$ cat config.mk
export PLATFORM = sky130hd
export DESIGN_NAME = archon_debug_trace_tx
export DESIGN_NICKNAME = d
export VERILOG_FILES = /design/src/rtl/archon_debug_trace_tx.sv
export SDC_FILE = /design/constraint.sdc
export NUM_CORES = 1
export LEC_CHECK = 0
export BUFFER_PORTS_ARGS = -buffer_cell sky130_fd_sc_hd__buf_2
export CAP_MARGIN = 0
export CELL_PAD_IN_SITES_DETAIL_PLACEMENT = 0
export CELL_PAD_IN_SITES_GLOBAL_PLACEMENT = 1
export CORE_MARGIN = 8
export CORE_UTILIZATION = 42
export DETAILED_ROUTE_END_ITERATION = 8
export HOLD_SLACK_MARGIN = 0.1
export PLACE_DENSITY_LB_ADDON = 0.25
export SYNTH_ARGS = -nofsm -noshare
export SYNTH_HDL_FRONTEND = slang
export SYNTH_SLANG_ARGS = --single-unit
$ cat constraint.sdc
create_clock -name clk -period 7.1 [get_ports clk]
set_input_delay 1.065 -clock clk [delete_from_list [all_inputs] [get_ports clk]]
set_output_delay 1.065 -clock clk [all_outputs]
set_load 0.01 [all_outputs]
$ cat src/rtl/archon_debug_trace_tx.sv
// Debug-bus trace transmitter: captures changed CPU debug snapshots as 32-bit records,
// buffers them in a FIFO and streams them as framed bytes (SYNC + 4 record bytes).
module archon_debug_trace_tx #(
    parameter int         FIFO_DEPTH = 8,
    parameter logic [7:0] SYNC_BYTE  = 8'hA5
) (
    input  logic                          clk,
    input  logic                          reset_n,
    input  logic                          capture_en,
    input  logic                          drop_clr,
    input  logic [3:0]                    dbg_pc,
    input  logic [15:0]                   dbg_instr,
    input  logic                          dbg_stall,
    input  logic                          dbg_flush,
    input  logic                          dbg_lock,
    input  logic                          dbg_hazard,
    input  logic [1:0]                    dbg_fsm_state,
    input  logic                          dbg_shock,
    input  logic [1:0]                    dbg_class_entropy,
    output logic [7:0]                    out_byte,
    output logic                          out_valid,
    input  logic                          out_ready,
    output logic [$clog2(FIFO_DEPTH):0]   fifo_level,
    output logic                          overflow,
    output logic [7:0]                    drop_count
);

    localparam int AW = $clog2(FIFO_DEPTH);
    localparam int LW = AW + 1;

    typedef enum logic [1:0] {
        ST_IDLE = 2'd0,
        ST_SYNC = 2'd1,
        ST_DATA = 2'd2
    } state_t;

    logic [28:0]   payload_s;
    logic [31:0]   rec_s;
    logic          cap_s;
    logic          full_s;
    logic          empty_s;
    logic          push_s;
    logic          drop_s;
    logic          pop_s;
    logic          hs_s;

    logic [28:0]   last_q, last_d;
    logic          primed_q, primed_d;
    logic [2:0]    seq_q, seq_d;
    logic [31:0]   mem_q [FIFO_DEPTH];
    logic [31:0]   mem_d [FIFO_DEPTH];
    logic [AW-1:0] wr_ptr_q, wr_ptr_d;
    logic [AW-1:0] rd_ptr_q, rd_ptr_d;
    logic [LW-1:0] level_q, level_d;
    logic          overflow_q, overflow_d;
    logic [7:0]    drop_cnt_q, drop_cnt_d;
    state_t        state_q, state_d;
    logic [1:0]    idx_q, idx_d;
    logic [31:0]   shreg_q, shreg_d;
    logic [7:0]    out_byte_q, out_byte_d;
    logic          out_valid_q, out_valid_d;

    assign payload_s = {dbg_pc, dbg_instr, dbg_stall, dbg_flush, dbg_lock, dbg_hazard,
                        dbg_fsm_state, dbg_shock, dbg_class_entropy};
    assign rec_s     = {seq_q, payload_s};
    assign full_s    = (level_q == LW'(FIFO_DEPTH));
    assign empty_s   = (level_q == {LW{1'b0}});
    assign hs_s      = out_valid_q && out_ready;

    // Change detection: the first enabled cycle always captures because primed is cleared while disabled.
    always_comb begin
        cap_s    = capture_en && (!primed_q || (payload_s != last_q));
        push_s   = cap_s && !full_s;
        drop_s   = cap_s && full_s;
        last_d   = last_q;
        seq_d    = seq_q;
        primed_d = primed_q;
        if (!capture_en) begin
            primed_d = 1'b0;
        end else if (cap_s) begin
            primed_d = 1'b1;
            last_d   = payload_s;
            seq_d    = seq_q + 3'd1;
        end else begin
            primed_d = primed_q;
        end
    end

    // FIFO storage, pointers, occupancy and drop accounting.
    always_comb begin
        mem_d    = mem_q;
        wr_ptr_d = wr_ptr_q;
        rd_ptr_d = rd_ptr_q;
        level_d  = level_q;
        if (push_s) begin
            mem_d[wr_ptr_q] = rec_s;
            wr_ptr_d        = wr_ptr_q + AW'(1'b1);
        end else begin
            wr_ptr_d = wr_ptr_q;
        end
        if (pop_s) begin
            rd_ptr_d = rd_ptr_q + AW'(1'b1);
        end else begin
            rd_ptr_d = rd_ptr_q;
        end
        case ({push_s, pop_s})
            2'b10:   level_d = level_q + LW'(1'b1);
            2'b01:   level_d = level_q - LW'(1'b1);
            default: level_d = level_q;
        endcase
        overflow_d = overflow_q | drop_s;
        if (drop_clr) begin
            drop_cnt_d = drop_s ? 8'd1 : 8'd0;
        end else if (drop_s && (drop_cnt_q != 8'hFF)) begin
            drop_cnt_d = drop_cnt_q + 8'd1;
        end else begin
            drop_cnt_d = drop_cnt_q;
        end
    end

    // Transmit FSM next-state.
    always_comb begin
        state_d = state_q;
        case (state_q)
            ST_IDLE: begin
                if (!empty_s) state_d = ST_SYNC;
                else          state_d = ST_IDLE;
            end
            ST_SYNC: begin
                if (hs_s) state_d = ST_DATA;
                else      state_d = ST_SYNC;
            end
            ST_DATA: begin
                if (hs_s && (idx_q == 2'd3)) state_d = empty_s ? ST_IDLE : ST_SYNC;
                else                         state_d = ST_DATA;
            end
            default: state_d = ST_IDLE;
        endcase
    end

    // Transmit datapath: pops, shift register and registered stream outputs.
    always_comb begin
        pop_s       = 1'b0;
        idx_d       = idx_q;
        shreg_d     = shreg_q;
        out_byte_d  = out_byte_q;
        out_valid_d = out_valid_q;
        case (state_q)
            ST_IDLE: begin
                if (!empty_s) begin
                    pop_s       = 1'b1;
                    shreg_d     = mem_q[rd_ptr_q];
                    out_byte_d  = SYNC_BYTE;
                    out_valid_d = 1'b1;
                    idx_d       = 2'd0;
                end else begin
                    out_valid_d = 1'b0;
                end
            end
            ST_SYNC: begin
                if (hs_s) begin
                    out_byte_d = shreg_q[31:24];
                    shreg_d    = {shreg_q[23:0], 8'd0};
                    idx_d      = 2'd0;
                end else begin
                    out_byte_d = out_byte_q;
                end
            end
            ST_DATA: begin
                if (hs_s && (idx_q != 2'd3)) begin
                    out_byte_d = shreg_q[31:24];
                    shreg_d    = {shreg_q[23:0], 8'd0};
                    idx_d      = idx_q + 2'd1;
                end else if (hs_s && !empty_s) begin
                    pop_s      = 1'b1;
                    shreg_d    = mem_q[rd_ptr_q];
                    out_byte_d = SYNC_BYTE;
                    idx_d      = 2'd0;
                end else if (hs_s) begin
                    out_valid_d = 1'b0;
                end else begin
                    out_byte_d = out_byte_q;
                end
            end
            default: begin
                out_valid_d = 1'b0;
            end
        endcase
    end

    // State register for capture, FIFO and transmit logic.
    always_ff @(posedge clk or negedge reset_n) begin
        if (!reset_n) begin
            last_q      <= 29'd0;
            primed_q    <= 1'b0;
            seq_q       <= 3'd0;
            for (int i = 0; i < FIFO_DEPTH; i++) mem_q[i] <= 32'd0;
            wr_ptr_q    <= {AW{1'b0}};
            rd_ptr_q    <= {AW{1'b0}};
            level_q     <= {LW{1'b0}};
            overflow_q  <= 1'b0;
            drop_cnt_q  <= 8'd0;
            state_q     <= ST_IDLE;
            idx_q       <= 2'd0;
            shreg_q     <= 32'd0;
            out_byte_q  <= 8'd0;
            out_valid_q <= 1'b0;
        end else begin
            last_q      <= last_d;
            primed_q    <= primed_d;
            seq_q       <= seq_d;
            mem_q       <= mem_d;
            wr_ptr_q    <= wr_ptr_d;
            rd_ptr_q    <= rd_ptr_d;
            level_q     <= level_d;
            overflow_q  <= overflow_d;
            drop_cnt_q  <= drop_cnt_d;
            state_q     <= state_d;
            idx_q       <= idx_d;
            shreg_q     <= shreg_d;
            out_byte_q  <= out_byte_d;
            out_valid_q <= out_valid_d;
        end
    end

    assign out_byte   = out_byte_q;
    assign out_valid  = out_valid_q;
    assign fifo_level = level_q;
    assign overflow   = overflow_q;
    assign drop_count = drop_cnt_q;

endmodule

# After elaboration in Yosys (flattened, before gate mapping)
# Index checks and enable logic that the tools add are counted.
[op_classes] bitwise_logic=4 reduce_logical=21 n_eq_ne=16 magnitude_cmp=3 n_mux=39 n_addsub=7
[ops] op="256-bit bitwise mux" count=1
[ops] op="32-bit 2-to-1 mux" count=7
[ops] op="32-bit binary-select mux with 3-bit select" count=1
[ops] op="32-bit demux with 3-bit select" count=1
[ops] op="32-bit one-hot mux with 3 select lines" count=1
[ops] op="8-bit 2-to-1 mux" count=6
[ops] op="29-bit != test" count=1
[ops] op="8-bit one-hot mux with 3 select lines" count=1
[ops] op="2-bit 2-to-1 mux" count=6
[ops] op="2-bit != test (second input constant)" count=6
[ops] op="2-bit one-hot mux with 3 select lines" count=2
[ops] op="1-bit 2-to-1 mux" count=10
[ops] op="3-bit by 1-bit adder with 3-bit output (second input constant)" count=3
[ops] op="1-bit logical AND" count=9
[ops] op="8-bit by 1-bit adder with 8-bit output (second input constant)" count=1
[ops] op="4-bit >= comparator (second input constant)" count=2
[ops] op="8-bit != test (second input constant)" count=1
[ops] op="3-bit NOT with 4-bit output" count=2
[ops] op="4-bit one-hot mux with 2 select lines" count=1
[ops] op="4-bit AND reduction" count=2
[ops] op="2-bit == test (second input constant)" count=3
[ops] op="4-bit by 1-bit adder with 4-bit output (second input constant)" count=1
[ops] op="2-bit by 1-bit == test with 1-bit output (second input constant)" count=2
[ops] op="4-bit == test (second input constant)" count=1
[ops] op="other kinds (16)" count=19
[word_totals] inputBits=34 output_inout_bits=22 elab_cells=111 reg_bits=353

# Logic depth before layout (Yosys ltp)
# Gate-level depths: netlist (run 1).
[logic_depth] depth_word=8 ltp_mapped=13

# Worst setup path before layout (run 1)
# No wires, ideal clock.
[synth_path] path_kind="input-to-reg" start="input port dbg_instr[11]" end="register level_q[3], in the netlist fifo_level[3]" path_buffers=1 setup_time_ns=0.129 path_slack_ns=3.865 cell_stages=13 t_arrival_ns=3.105 cell_sequence="buf_2 xnor2_1 nand4_1 nor4_2 a21oi_1 nand2_1 ha_1 ha_1 a21o_1 a21oi_1 xnor2_1 nor2_1 xor2_1"
[synth_via] elab_chain_cells=6
[synth_rtl] element="start: declaration" line_no="12" text="input logic [15:0] dbg_instr,"
[synth_rtl] element="29-bit != test (*)" line_no="72" text="cap_s = capture_en && (!primed_q || (payload_s != last_q));"
[synth_rtl] element="1-bit logical OR (*)" line_no="72"
[synth_rtl] element="1-bit logical AND (*)" line_no="72"
[synth_rtl] element="1-bit logical AND (*)" line_no="73" text="push_s = cap_s && !full_s;"
[synth_rtl] element="2-bit by 1-bit == test with 1-bit output or 2-bit == test (tied branches)" line_no="106" text="case ({push_s, pop_s})"
[synth_rtl] element="4-bit one-hot mux with 2 select lines or 2-bit nonzero test (tied branches)"
[synth_rtl] element="end signal: assignment" line_no="200" text="level_q <= {LW{1'b0}};"
[synth_rtl] element="end signal: assignment" line_no="215" text="level_q <= level_d;"
[synth_rtl] element="end: declaration" line_no="54" text="logic [LW-1:0] level_q, level_d;"
# Every way passes the cells marked *; elsewhere a longest branch is shown, timed or not.
# A chain may end at the register's enable or synchronous reset.

# Worst setup path in the final report (run 1)
[layout_path] start="input port dbg_instr[6]" end="register mem_q[49] in the netlist's numbering"
[layout_via] elab_chain_cells=4
[layout_rtl] element="29-bit != test" line_no="72"
[layout_rtl] element="1-bit logical OR" line_no="72"
[layout_rtl] element="1-bit logical AND" line_no="72"
[layout_rtl] element="1-bit logical AND" line_no="73"
[layout_rtl] element="end signal: assignment" line_no="212" text="mem_q <= mem_d;"
[layout_rtl] element="end: declaration" line_no="50" text="logic [31:0] mem_q [FIFO_DEPTH];"
# Every way passes these cells.

==> results of run 1 <==
==> state kept, by name, indices dropped and copies added (netlist names), 3 cells and up <==
signal / cells
mem_q: 256
last_q: 29
seq_q: 3
drop_count: 8
rd_ptr_q: 3
shreg_q: 32
wr_ptr_q: 3
out_byte: 8
fifo_level: 4
==> how the worst max path moves through the flow <==
| stage | start | to | slack [ns] | cells after the start |
|---|---|---|---|---|
| 2_1_floorplan | dbg_instr[11] | fifo_level[3] | 3.87 | 13 |
| 3_3_place_gp | dbg_pc[1] | mem_q[234] | 2.78 | 8 |
| 3_5_place_dp | dbg_pc[1] | mem_q[62] | 2.73 | 7 |
| 4_1_cts | dbg_pc[1] | mem_q[51] | 3.30 | 7 |
| 5_1_grt | dbg_instr[12] | mem_q[46] | 3.17 | 7 |
| 6_report | dbg_instr[6] | mem_q[49] | 3.37 | 7 |
==> cell families after synthesis <==
logic type | count (synthesis) | share of synthesized area
muxes | 386 | 0.3140
AOI/OAI and AO/OA | 99 | 0.03448
adders and majority gates | 13 | 0.01040
buffers and inverters | 113 | 0.03570
and+or+nand+nor | 143 | 0.04487
xor gates and xnor gates | 39 | 0.02087
DFF | 353 | 0.5397
==> cell usage in the layout, fill, tap and decap left out, types with 2 or more instances in the layout <==
| cell | n |
|---|---|
| sky130_fd_sc_hd__a21o_1 | 2 |
| sky130_fd_sc_hd__a21oi_1 | 36 |
| sky130_fd_sc_hd__a311oi_1 | 4 |
| sky130_fd_sc_hd__a31o_2 | 3 |
| sky130_fd_sc_hd__a31oi_1 | 3 |
| sky130_fd_sc_hd__and2_1 | 3 |
| sky130_fd_sc_hd__and3_1 | 3 |
| sky130_fd_sc_hd__buf_2 | 54 |
| sky130_fd_sc_hd__buf_4 | 16 |
| sky130_fd_sc_hd__bufinv_16 | 2 |
| sky130_fd_sc_hd__clkbuf_1 | 6 |
| sky130_fd_sc_hd__clkbuf_16 | 43 |
| sky130_fd_sc_hd__clkbuf_8 | 5 |
| sky130_fd_sc_hd__clkinv_2 | 6 |
| sky130_fd_sc_hd__dfrtp_1 | 350 |
| sky130_fd_sc_hd__dfrtp_2 | 2 |
| sky130_fd_sc_hd__ha_1 | 12 |
| sky130_fd_sc_hd__inv_1 | 14 |
| sky130_fd_sc_hd__mux2_1 | 21 |
| sky130_fd_sc_hd__mux2_2 | 238 |
| sky130_fd_sc_hd__mux2_4 | 30 |
| sky130_fd_sc_hd__mux2i_1 | 33 |
| sky130_fd_sc_hd__mux4_2 | 64 |
| sky130_fd_sc_hd__nand2_1 | 59 |
| sky130_fd_sc_hd__nand2_2 | 4 |
| sky130_fd_sc_hd__nand2b_1 | 4 |
| sky130_fd_sc_hd__nand3_1 | 4 |
| sky130_fd_sc_hd__nand3_2 | 2 |
| sky130_fd_sc_hd__nand4_1 | 10 |
| sky130_fd_sc_hd__nor2_1 | 34 |
| sky130_fd_sc_hd__nor2b_1 | 2 |
| sky130_fd_sc_hd__nor3_1 | 5 |
| sky130_fd_sc_hd__nor4_2 | 3 |
| sky130_fd_sc_hd__nor4b_1 | 3 |
| sky130_fd_sc_hd__nor4b_4 | 2 |
| sky130_fd_sc_hd__o21ai_0 | 36 |
| sky130_fd_sc_hd__o31ai_1 | 8 |
| sky130_fd_sc_hd__o32ai_1 | 2 |
| sky130_fd_sc_hd__xnor2_1 | 35 |
| sky130_fd_sc_hd__xor2_1 | 4 |
==> tightest hold or removal path, cell delays in order, from the launching register on <==
cell and delay [ns]:
sky130_fd_sc_hd__dfrtp_1 0.33, sky130_fd_sc_hd__nand2_1 0.04, sky130_fd_sc_hd__o21ai_0 0.06
==> metal layers <==
| layer | GRT usage | vias up | wire length, µm |
|---|---|---|---|
| li1 | - | 4151 | - |
| met1 | 0.2358 | 4826 | 17380 |
| met2 | 0.2594 | 133 | 16800 |
| met3 | 0.02675 | 42 | 1291 |
| met4 | 0.04869 | 0 | 668 |
| met5 | 0 | - | 0 |
==> final cells by class <==
class,instances,area [µm²],area share
Tap cell,518,648.1,0.03560
Timing Repair Buffer,72,425.4,0.02337
Clock inverter,9,98.84,0.005430
Multi-Input combinational cell,680,6972,0.3830
Sequential cell,353,8840,0.4856
Inverter,14,52.55,0.002887
Clock buffer,54,1167,0.06413
==> metrics by stage <==
stage / instances / power (mW) / instance area [µm²] / hold slack, ns / util
final: 1700 / 8.794 / 18200 / 0.4696 / 0.4721
after floorplan: 1146 / 5.971 / 16370 / 0.4488 / -
after global placement: 1637 / 6.769 / 16940 / 0.4522 / 0.4393
after detailed placement: 1637 / 6.854 / 16940 / 0.4663 / 0.4393
after global routing: 1700 / 9.398 / 18200 / 0.4913 / 0.4721
after CTS: 1700 / 8.920 / 18200 / 0.4779 / 0.4721
==> power breakdown <==
| group | leakage [nW] | internal, mW | switching (mW) |
|---|---|---|---|
| logic | 2.89 | 1.78 | 1.51 |
| registers | 4.29 | 2.92 | 0.563 |
| clock network | 0.629 | 1.21 | 0.808 |
| total | 7.81 | 5.91 | 2.88 |
==> impl_metrics.xml, run 1 <==
<?xml version="1.0" encoding="UTF-8"?>
<metrics>
  <group name="status">
    <metric name="outcome" unit="">finished clean</metric>
  </group>
  <group name="synthesis">
    <metric name="yosys-top-cells-area" unit="">sky130_fd_sc_hd__dfrtp_1 (54%), sky130_fd_sc_hd__mux2_2 (16%), sky130_fd_sc_hd__mux4_2 (8.8%)</metric>
    <metric name="netlist.area_leader.share" unit="">0.5397</metric>
    <metric name="synth_edf_count" unit="">0</metric>
    <metric name="net_count_after_synthesis" unit="">1193</metric>
    <metric name="yosys.cell_count.top_type" unit="">sky130_fd_sc_hd__dfrtp_1</metric>
    <metric name="ys_warn_count" unit="">0</metric>
    <metric name="netlist-cell-type-count" unit="">47</metric>
    <metric name="post_synth_most_frequent_cells" unit="">sky130_fd_sc_hd__dfrtp_1 (353), sky130_fd_sc_hd__mux2_2 (238), sky130_fd_sc_hd__mux4_2 (64), sky130_fd_sc_hd__nand2_1 (59), sky130_fd_sc_hd__buf_2 (42)</metric>
    <metric name="netlist_instances" unit="">1146</metric>
    <metric name="synth.cell_area" unit="µm²">16370</metric>
    <metric name="post_synthesis_sequential_area_ratio" unit="">0.5397</metric>
    <metric name="synth-main-ff-cell" unit="">sky130_fd_sc_hd__dfrtp_1</metric>
    <metric name="synth_area_leader_cell" unit="">sky130_fd_sc_hd__dfrtp_1</metric>
    <metric name="number_of_synthesized_register_bits" unit="">353</metric>
    <metric name="asyncSetResetFlopFracSynth" unit="">1.000</metric>
    <metric name="synth_area_per_cell" unit="µm²">14.28</metric>
  </group>
  <group name="critical_path">
    <metric name="cp-end-kind" unit="">flop</metric>
    <metric name="cp_cell_sequence" unit="">buf_2, xnor2_1, nand4_1, nor4_2, nand2_1, nand2_2, mux2_2</metric>
    <metric name="crit-reg2reg-launch" unit="">last_q[15]</metric>
    <metric name="timing.critical_path.required" unit="ns">7.52</metric>
    <metric name="cp_num_buf_inv" unit="">1</metric>
    <metric name="timing.critical_path.slowest_cell_delay" unit="ns">0.96</metric>
    <metric name="worst_setup_path_category" unit="">in -&gt; reg</metric>
    <metric name="worst-r2r-setup-slack" unit="ns">3.68</metric>
    <metric name="timing.critical_path.fanout_max" unit="">32</metric>
    <metric name="timing.critical_path.max_delay_family" unit="">simple AND/OR/NAND/NOR gates</metric>
    <metric name="critPathArrivalTime" unit="ns">4.15</metric>
    <metric name="timing.critical_path.from_type" unit="">input port</metric>
    <metric name="timing.rr.end" unit="">mem_q[49]</metric>
    <metric name="worst-r2r-cell-count" unit="">6</metric>
    <metric name="cp_slowest_cell" unit="">sky130_fd_sc_hd__nand2_2</metric>
  </group>
  <group name="sta">
    <metric name="slew_headroom" unit="">0.2524</metric>
    <metric name="final_report_max_slew_violation_count" unit="">0</metric>
    <metric name="timing.clock.skew" unit="ns">0.01491</metric>
    <metric name="setup_viol" unit="">0</metric>
    <metric name="tightest_slew" unit="ns">1.117</metric>
    <metric name="fin_crit" unit="ns">3.729</metric>
    <metric name="fmax" unit="MHz">268.2</metric>
    <metric name="report.final.hold_viol_count" unit="">0</metric>
    <metric name="tns" unit="ns">0</metric>
    <metric name="rsz0062_at_grt" unit="">false</metric>
    <metric name="postLayoutSetupSlackWorst" unit="ns">3.371</metric>
    <metric name="fin_crit_sh" unit="">0.5252</metric>
  </group>
  <group name="final_layout">
    <metric name="layout-area-overhead-vs-synth" unit="%">11.22</metric>
    <metric name="filler_cell_count" unit="">3492</metric>
    <metric name="layout.nets" unit="">1209</metric>
    <metric name="diodes" unit="">0</metric>
    <metric name="share_of_layout_cells_above_drive_strength_1" unit="">0.4078</metric>
  </group>
  <group name="global_route">
    <metric name="via_count_of_the_first_global_routing_pass" unit="">9633</metric>
    <metric name="wire_length_of_the_first_global_routing_pass" unit="mm">58.28</metric>
    <metric name="antenna_found_initial" unit="">2</metric>
    <metric name="grt_usage" unit="">0.1655</metric>
    <metric name="global_route.overflow_total" unit="">0</metric>
    <metric name="grt_start_max_net_pins" unit="">175</metric>
  </group>
  <group name="flow_run">
    <metric name="maxCapViolCount" unit="">0</metric>
  </group>
  <group name="placement">
    <metric name="pre_cts_ws" unit="ns">2.727</metric>
    <metric name="dpl.hpwl" unit="mm">21.56</metric>
    <metric name="port-buffer-count" unit="">55</metric>
    <metric name="final_estimated_routing_congestion_in_global_placement" unit="">0.7227</metric>
  </group>
  <group name="die">
    <metric name="dieHeight" unit="µm">213.4</metric>
    <metric name="floorplan.die_area" unit="µm²">45540</metric>
    <metric name="die_x" unit="µm">213.4</metric>
    <metric name="floorplan.initialDensity" unit="">0.4245</metric>
    <metric name="design.core.area" unit="µm²">38560</metric>
    <metric name="top_level_ports" unit="">56</metric>
    <metric name="std_cell_rows" unit="">72</metric>
  </group>
  <group name="cts">
    <metric name="clock_tree.htree_level_count" unit="">2</metric>
    <metric name="cts-root-to-sink-buffers" unit="">3</metric>
    <metric name="postCtsResizedCells" unit="">0</metric>
    <metric name="cts.root.buffer_cell" unit="">sky130_fd_sc_hd__clkbuf_16</metric>
    <metric name="tritoncts.num_buffers" unit="">41</metric>
    <metric name="cts_tree" unit="">built</metric>
    <metric name="cts_num_sinks" unit="">353</metric>
    <metric name="worst_setup_hold_path_clk_slew" unit="ns">0.05</metric>
    <metric name="worst_skew_pair.late_latency" unit="ns">0.56</metric>
    <metric name="post-cts-setup-buffer-count" unit="">0</metric>
    <metric name="postCtsHoldBufs" unit="">0</metric>
  </group>
  <group name="route">
    <metric name="detailroute.via_count" unit="">9152</metric>
    <metric name="drt_iter0_drc" unit="">592</metric>
    <metric name="postRouteAntennaNets" unit="">0</metric>
    <metric name="drt_drc_violations_left" unit="">0</metric>
    <metric name="drt_first_pass_iters" unit="">4</metric>
    <metric name="routedWlPerCell" unit="µm">21.26</metric>
    <metric name="totalWireLength" unit="mm">36.14</metric>
    <metric name="post_drt_via_cell_ratio" unit="">5.384</metric>
  </group>
  <group name="min_path">
    <metric name="min_from" unit="">out_byte[6]</metric>
    <metric name="hold_depth" unit="">2</metric>
    <metric name="hold_path.class" unit="">reg -&gt; reg</metric>
    <metric name="worstHoldEndpoint" unit="">out_byte[6]</metric>
  </group>
  <group name="power_and_ir_drop">
    <metric name="power.density" unit="nW/µm²">483.1</metric>
    <metric name="total_leakage_power" unit="nW">7.808</metric>
    <metric name="peakVddDrop" unit="V">0.0002017</metric>
  </group>
</metrics>
Note: power is estimated with default switching activity, not from simulation.
==> run 2: changes to the inputs <==
==> constraint.sdc (replaced) <==
create_clock -name clk -period 3.3 [get_ports clk]
set_input_delay 0.495 -clock clk [delete_from_list [all_inputs] [get_ports clk]]
set_output_delay 0.495 -clock clk [all_outputs]
set_load 0.01 [all_outputs]
==> run 2 against run 1 <==
Die area is the same; critical path type is now reg -> reg; combinational power grew 130%; global-route usage grew 0.71 points; largest cell class unchanged; sequential power grew 110%; clock power grew 140%; critical path depth grew 5.
==> impl_metrics.xml, run 2 (synthesis gave the netlist of run 1 again) <==
<?xml version="1.0" encoding="UTF-8"?>
<metrics>
  <group name="status">
    <metric name="outcome" unit="">finished clean</metric>
  </group>
  <group name="route">
    <metric name="drt_iter0_drc" unit="">446</metric>
    <metric name="totalWireLength" unit="mm">37.63</metric>
    <metric name="drt_drc_violations_left" unit="">0</metric>
    <metric name="routedWlPerCell" unit="µm">21.59</metric>
    <metric name="postRouteAntennaNets" unit="">0</metric>
    <metric name="drt_first_pass_iters" unit="">7</metric>
    <metric name="post_drt_via_cell_ratio" unit="">5.329</metric>
    <metric name="detailroute.via_count" unit="">9289</metric>
  </group>
  <group name="die">
    <metric name="floorplan.initialDensity" unit="">0.4245</metric>
    <metric name="top_level_ports" unit="">56</metric>
    <metric name="floorplan.die_area" unit="µm²">45540</metric>
    <metric name="die_x" unit="µm">213.4</metric>
    <metric name="dieHeight" unit="µm">213.4</metric>
    <metric name="std_cell_rows" unit="">72</metric>
    <metric name="design.core.area" unit="µm²">38560</metric>
  </group>
  <group name="sta">
    <metric name="tns" unit="ns">0</metric>
    <metric name="report.final.hold_viol_count" unit="">0</metric>
    <metric name="slew_headroom" unit="">0.2126</metric>
    <metric name="fin_crit_sh" unit="">0.9118</metric>
    <metric name="postLayoutSetupSlackWorst" unit="ns">0.2909</metric>
    <metric name="fmax" unit="MHz">332.3</metric>
    <metric name="timing.clock.skew" unit="ns">0.01331</metric>
    <metric name="tightest_slew" unit="ns">1.176</metric>
    <metric name="final_report_max_slew_violation_count" unit="">0</metric>
    <metric name="rsz0062_at_grt" unit="">false</metric>
    <metric name="fin_crit" unit="ns">3.009</metric>
    <metric name="setup_viol" unit="">0</metric>
  </group>
  <group name="global_route">
    <metric name="grt_usage" unit="">0.1726</metric>
    <metric name="global_route.overflow_total" unit="">0</metric>
    <metric name="grt_start_max_net_pins" unit="">86</metric>
    <metric name="wire_length_of_the_first_global_routing_pass" unit="mm">60.30</metric>
    <metric name="antenna_found_initial" unit="">2</metric>
    <metric name="via_count_of_the_first_global_routing_pass" unit="">9794</metric>
  </group>
  <group name="final_layout">
    <metric name="instances_no_fill" unit="">1743</metric>
    <metric name="share_of_layout_cells_above_drive_strength_1" unit="">0.4253</metric>
    <metric name="layout-area-overhead-vs-synth" unit="%">15.01</metric>
    <metric name="layout.cells.most_common" unit="">sky130_fd_sc_hd__dfrtp_1</metric>
    <metric name="top_register" unit="">mem_q</metric>
    <metric name="layout.nets" unit="">1240</metric>
    <metric name="max_ffs_per_register" unit="">256</metric>
    <metric name="highest_count_cells_in_the_layout_ignoring_fill_and_taps" unit="">sky130_fd_sc_hd__dfrtp_1 (350), sky130_fd_sc_hd__mux2_2 (238), sky130_fd_sc_hd__mux4_2 (64), sky130_fd_sc_hd__nand2_1 (59), sky130_fd_sc_hd__buf_2 (54)</metric>
    <metric name="postLayoutCoreUtil" unit="">0.4882</metric>
    <metric name="diodes" unit="">0</metric>
    <metric name="reg.largest.list" unit="">mem_q (256), shreg_q (32), last_q (29)</metric>
  </group>
  <group name="critical_path">
    <metric name="cp-end-kind" unit="">flop</metric>
    <metric name="worst_setup_path_category" unit="">reg -&gt; reg</metric>
    <metric name="timing.critical_path.from_type" unit="">flop</metric>
    <metric name="timing.critical_path.required" unit="ns">3.73</metric>
    <metric name="timing.critical_path.fanout_max" unit="">2</metric>
    <metric name="critPathArrivalTime" unit="ns">3.44</metric>
  </group>
  <group name="cts">
    <metric name="cts_tree" unit="">built</metric>
    <metric name="tritoncts.num_buffers" unit="">41</metric>
    <metric name="clock_tree.htree_level_count" unit="">2</metric>
    <metric name="cts_num_sinks" unit="">353</metric>
    <metric name="cts-root-to-sink-buffers" unit="">3</metric>
    <metric name="postCtsResizedCells" unit="">0</metric>
    <metric name="worst_skew_pair.late_latency" unit="ns">0.56</metric>
    <metric name="worst_setup_hold_path_clk_slew" unit="ns">0.06</metric>
    <metric name="cts.root.buffer_cell" unit="">sky130_fd_sc_hd__clkbuf_16</metric>
  </group>
  <group name="power_and_ir_drop">
    <metric name="peakVddDrop" unit="V">0.0005566</metric>
    <metric name="total_leakage_power" unit="nW">8.125</metric>
    <metric name="power.density" unit="nW/µm²">1047</metric>
  </group>
  <group name="placement">
    <metric name="placed_cells" unit="">1667</metric>
    <metric name="pre_cts_ws" unit="ns">0.02391</metric>
    <metric name="port-buffer-count" unit="">55</metric>
    <metric name="final_estimated_routing_congestion_in_global_placement" unit="">0.7212</metric>
    <metric name="dpl.hpwl" unit="mm">23.42</metric>
  </group>
  <group name="flow_run">
    <metric name="maxCapViolCount" unit="">0</metric>
  </group>
  <group name="min_path">
    <metric name="hold_path.class" unit="">in -&gt; reg</metric>
  </group>
</metrics>
==> run 2: cell count changes in the layout (fill, tap and decap cells not counted), sizes merged <==
| cell | change |
|---|---|
| inv | +1 |
| dlygate4sd3 | +1 |
| clkbuf | +10 |
| clkinv | -1 |
| buf | +30 |
| bufinv | +2 |
==> run 2: power by group <==
part	total [mW]	internal (mW)	switching, mW
Sequential	7.38	6.28	1.10
Combinational	7.56	4.09	3.47
Clock	4.77	2.96	1.81
==> run 2: path summary, 6_finish.rpt <==
check / startpoint / to / slack [ns] / cells after the start
worst min register to register: out_byte[1] / out_byte[1] / 0.47 / 2
worst max-delay path: last_q[17] / fifo_level[3] / 0.29 / 12
worst max register to register: last_q[17] / fifo_level[3] / 0.29 / 12
min in group asynchronous: reset_n / mem_q[112] / 0.55 / 2
worst min-delay path: capture_en / primed_q / 0.15 / 1
max in group asynchronous: reset_n / mem_q[54] / 1.81 / 3
==> run 2: per-stage QoR <==
stage               total power [mW]  area (µm²)  hold slack (ns)
floorplan                      12.85       16370           0.1994
CTS                            20.02       18820           0.1028
finish                         19.72       18820           0.1454
detailed placement             15.16       17360           0.4659
global route                   21.02       18820           0.1086
global placement               14.95       17360           0.4563
==> run 2: area by class of cell <==
class,instances,area (µm²)
clock buffer,64,1264
clock inverter,11,187.7
fill,3462,19730
inverter,14,52.55
multi-input combinational,680,6972
sequential,353,8840
tap,518,648.1
timing repair buffer,103,860.8
==> run 2: timing repair <==
item	CTS	global route
endpoints found under the hold margin	81	0
hold buffers	1	0
setup endpoints to repair	0	0
setup buffers	0	0
==> run 2: metal layers <==
layer  vias to the layer above  track usage  wire (µm)
li1                       4228            -          -
met1                      4873       0.2465      17750
met2                       147       0.2735      17810
met3                        39      0.03215       1586
met4                         2      0.03593        479
met5                         -            0         12
==> run 2: worst max-delay path: stages, from the launching register on <==
cell and delay (ns):
sky130_fd_sc_hd__dfrtp_1 0.38, sky130_fd_sc_hd__xnor2_1 0.31, sky130_fd_sc_hd__nand4_1 0.27, sky130_fd_sc_hd__nor4_2 0.61, sky130_fd_sc_hd__a21oi_4 0.10, sky130_fd_sc_hd__nand2_1 0.12
sky130_fd_sc_hd__ha_1 0.18, sky130_fd_sc_hd__ha_1 0.23, sky130_fd_sc_hd__a21o_1 0.17, sky130_fd_sc_hd__a21oi_1 0.17, sky130_fd_sc_hd__xnor2_1 0.14, sky130_fd_sc_hd__nor2_1 0.07
sky130_fd_sc_hd__xor2_1 0.14
==> run 3: changes to the inputs <==
--- a/config.mk
+++ b/config.mk
@@ -9,10 +9,11 @@
 export CAP_MARGIN = 0
 export CELL_PAD_IN_SITES_DETAIL_PLACEMENT = 0
 export CELL_PAD_IN_SITES_GLOBAL_PLACEMENT = 1
-export CORE_MARGIN = 8
+export CORE_MARGIN = 3
 export CORE_UTILIZATION = 42
 export DETAILED_ROUTE_END_ITERATION = 8
 export HOLD_SLACK_MARGIN = 0.1
+export MAX_ROUTING_LAYER = met4
 export PLACE_DENSITY_LB_ADDON = 0.25
 export SYNTH_ARGS = -nofsm -noshare
 export SYNTH_HDL_FRONTEND = slang
==> run 3 against run 2 <==
Via count up 0.60%; fmax up 0.65%; count of clock-buffer cells in the layout fell by 6; sequential power is 2% higher; hold slack better by 0.0031 ns; first-iteration DRC count increased by 15%; sequential share of layout area increased by 0.61 points; total power down 2.9%.
==> impl_metrics.xml, run 3 (synthesis gave the netlist of run 1 again) <==
<?xml version="1.0" encoding="UTF-8"?>
<metrics>
  <group name="status">
    <metric name="outcome" unit="">finished clean</metric>
  </group>
  <group name="placement">
    <metric name="postPlaceCellArea" unit="µm²">17300</metric>
    <metric name="placed_cells" unit="">1658</metric>
    <metric name="pre_cts_ws" unit="ns">0.06374</metric>
    <metric name="port-buffer-count" unit="">55</metric>
    <metric name="dpl.hpwl" unit="mm">22.43</metric>
    <metric name="final_estimated_routing_congestion_in_global_placement" unit="">0.7373</metric>
  </group>
  <group name="global_route">
    <metric name="global_route.overflow_total" unit="">0</metric>
    <metric name="antenna_found_initial" unit="">1</metric>
    <metric name="global_route.usage.met1" unit="">0.2677</metric>
    <metric name="grt_most_used_layer" unit="">met2</metric>
    <metric name="grt_use_met3" unit="">0.02761</metric>
    <metric name="grt_start_max_net_pins" unit="">85</metric>
    <metric name="via_count_of_the_first_global_routing_pass" unit="">9740</metric>
    <metric name="wire_length_of_the_first_global_routing_pass" unit="mm">58.95</metric>
    <metric name="groute.layer.met2.usage" unit="">0.2939</metric>
    <metric name="grt_usage" unit="">0.1904</metric>
  </group>
  <group name="sta">
    <metric name="setup_viol" unit="">0</metric>
    <metric name="slew_headroom" unit="">0.3090</metric>
    <metric name="hold_ws" unit="ns">0.1485</metric>
    <metric name="tightest_slew" unit="ns">1.032</metric>
    <metric name="timing.clock.skew" unit="ns">0.01581</metric>
    <metric name="rsz0062_at_grt" unit="">false</metric>
    <metric name="tns" unit="ns">0</metric>
    <metric name="final_report_max_slew_violation_count" unit="">0</metric>
    <metric name="fmax" unit="MHz">334.5</metric>
    <metric name="fin_crit" unit="ns">2.990</metric>
    <metric name="postLayoutSetupSlackWorst" unit="ns">0.3104</metric>
    <metric name="report.final.hold_viol_count" unit="">0</metric>
    <metric name="fin_crit_sh" unit="">0.9060</metric>
  </group>
  <group name="final_layout">
    <metric name="highest_count_cells_in_the_layout_ignoring_fill_and_taps" unit="">sky130_fd_sc_hd__dfrtp_1 (350), sky130_fd_sc_hd__mux2_2 (238), sky130_fd_sc_hd__mux4_2 (64), sky130_fd_sc_hd__nand2_1 (59), sky130_fd_sc_hd__buf_2 (54)</metric>
    <metric name="reg.largest.list" unit="">mem_q (256), shreg_q (32), last_q (29)</metric>
    <metric name="area_of_the_multi_input_gates" unit="µm²">6972</metric>
    <metric name="layout.nets" unit="">1237</metric>
    <metric name="regArea" unit="µm²">8840</metric>
    <metric name="layout.cells.most_common" unit="">sky130_fd_sc_hd__dfrtp_1</metric>
    <metric name="layout-area-overhead-vs-synth" unit="%">13.55</metric>
    <metric name="final_area" unit="µm²">18580</metric>
    <metric name="instances_no_fill" unit="">1731</metric>
    <metric name="max_ffs_per_register" unit="">256</metric>
    <metric name="share_of_layout_cells_above_drive_strength_1" unit="">0.4225</metric>
    <metric name="top_register" unit="">mem_q</metric>
    <metric name="filler_cell_count" unit="">3377</metric>
  </group>
  <group name="cts">
    <metric name="post-cts-setup-buffer-count" unit="">0</metric>
    <metric name="cts_tree" unit="">built</metric>
    <metric name="cts_num_sinks" unit="">353</metric>
    <metric name="cts-root-to-sink-buffers" unit="">3</metric>
    <metric name="clock_tree.htree_level_count" unit="">2</metric>
    <metric name="worst_skew_pair.late_latency" unit="ns">0.54</metric>
    <metric name="worst_setup_hold_path_clk_slew" unit="ns">0.06</metric>
    <metric name="cts.root.buffer_cell" unit="">sky130_fd_sc_hd__clkbuf_16</metric>
    <metric name="tritoncts.num_buffers" unit="">40</metric>
  </group>
  <group name="route">
    <metric name="drt_drc_violations_left" unit="">0</metric>
    <metric name="post_drt_via_cell_ratio" unit="">5.399</metric>
    <metric name="drt_iter0_drc" unit="">513</metric>
    <metric name="drt_first_pass_iters" unit="">4</metric>
    <metric name="routedWlPerCell" unit="µm">21.41</metric>
    <metric name="postRouteAntennaNets" unit="">0</metric>
    <metric name="totalWireLength" unit="mm">37.06</metric>
    <metric name="detailroute.via_count" unit="">9345</metric>
  </group>
  <group name="power_and_ir_drop">
    <metric name="peakVddDrop" unit="V">0.0005493</metric>
    <metric name="power.density" unit="nW/µm²">1031</metric>
    <metric name="total_leakage_power" unit="nW">8.014</metric>
  </group>
  <group name="critical_path">
    <metric name="timing.critical_path.required" unit="ns">3.71</metric>
    <metric name="timing.critical_path.from_type" unit="">flop</metric>
    <metric name="worst_setup_path_category" unit="">reg -&gt; reg</metric>
    <metric name="cp-end-kind" unit="">flop</metric>
    <metric name="critPathArrivalTime" unit="ns">3.40</metric>
    <metric name="timing.critical_path.fanout_max" unit="">2</metric>
  </group>
  <group name="die">
    <metric name="design.core.area" unit="µm²">38020</metric>
    <metric name="dieHeight" unit="µm">203.4</metric>
    <metric name="floorplan.die_area" unit="µm²">41370</metric>
    <metric name="top_level_ports" unit="">56</metric>
    <metric name="std_cell_rows" unit="">71</metric>
    <metric name="floorplan.initialDensity" unit="">0.4305</metric>
    <metric name="die_x" unit="µm">203.4</metric>
  </group>
  <group name="flow_run">
    <metric name="maxCapViolCount" unit="">0</metric>
  </group>
  <group name="min_path">
    <metric name="hold_path.class" unit="">in -&gt; reg</metric>
  </group>
</metrics>
==> run 3: cell count changes in the layout (fill, tap and decap cells not counted), sizes merged <==
cell and change:
bufinv -3, clkbuf -6, clkinv +4, diode +1, clkinvlp +1, buf -2
==> run 3: area by class of cell <==
class,count,area share
clock buffer,58,0.06295
sequential,353,0.4757
multi-input combinational,680,0.3751
timing repair buffer,101,0.04349
antenna,1,0.0001347
inverter,14,0.002828
tap,511,0.03440
clock inverter,13,0.005386
==> run 3: final timing paths <==
kind	from	to	slack, ns	cells past startpoint
worst max-delay path	last_q[17]	fifo_level[3]	0.31	12
worst min-delay path	capture_en	primed_q	0.15	1
worst max register to register	last_q[17]	fifo_level[3]	0.31	12
min in group asynchronous	reset_n	mem_q[10]	0.54	2
worst min register to register	out_byte[4]	out_byte[4]	0.47	2
max in group asynchronous	reset_n	rd_ptr_q[0]	1.88	3
==> run 3: metal layers <==
metal | up-vias | part of all wire
met5 | - | 0
met3 | 41 | 0.031
met2 | 133 | 0.47
li1 | 4227 | -
met1 | 4944 | 0.48
met4 | 0 | 0.017
==> run 3: report_power, final <==
part	switching, mW	internal [mW]
registers	1.23	6.28
logic	3.34	4.02
clock network	1.74	2.54
total	6.31	12.8
==> run 3: metrics by stage <==
| step | util | power [mW] |
|---|---|---|
| final | 0.4888 | 19.15 |
| after global routing | 0.4888 | 20.41 |
| after CTS | 0.4887 | 19.45 |
| after detailed placement | 0.4550 | 15.07 |
| after global placement | 0.4550 | 14.87 |
| after floorplan | - | 12.85 |
==> run 3: worst max-delay path, cell delays in order (launching register included) <==
cell and delay, ns:
sky130_fd_sc_hd__dfrtp_1 0.38, sky130_fd_sc_hd__xnor2_1 0.26, sky130_fd_sc_hd__nand4_1 0.26, sky130_fd_sc_hd__nor4_2 0.64, sky130_fd_sc_hd__a21oi_4 0.10, sky130_fd_sc_hd__nand2_1 0.12
sky130_fd_sc_hd__ha_1 0.18, sky130_fd_sc_hd__ha_1 0.24, sky130_fd_sc_hd__a21o_1 0.18, sky130_fd_sc_hd__a21oi_1 0.17, sky130_fd_sc_hd__xnor2_1 0.13, sky130_fd_sc_hd__nor2_1 0.06
sky130_fd_sc_hd__xor2_1 0.14
==> run 3: timing repair <==
action | in CTS | in global routing
endpoints found under the hold margin | 76 | 0
hold buffers | 1 | 0
resized for setup | 0 | 0
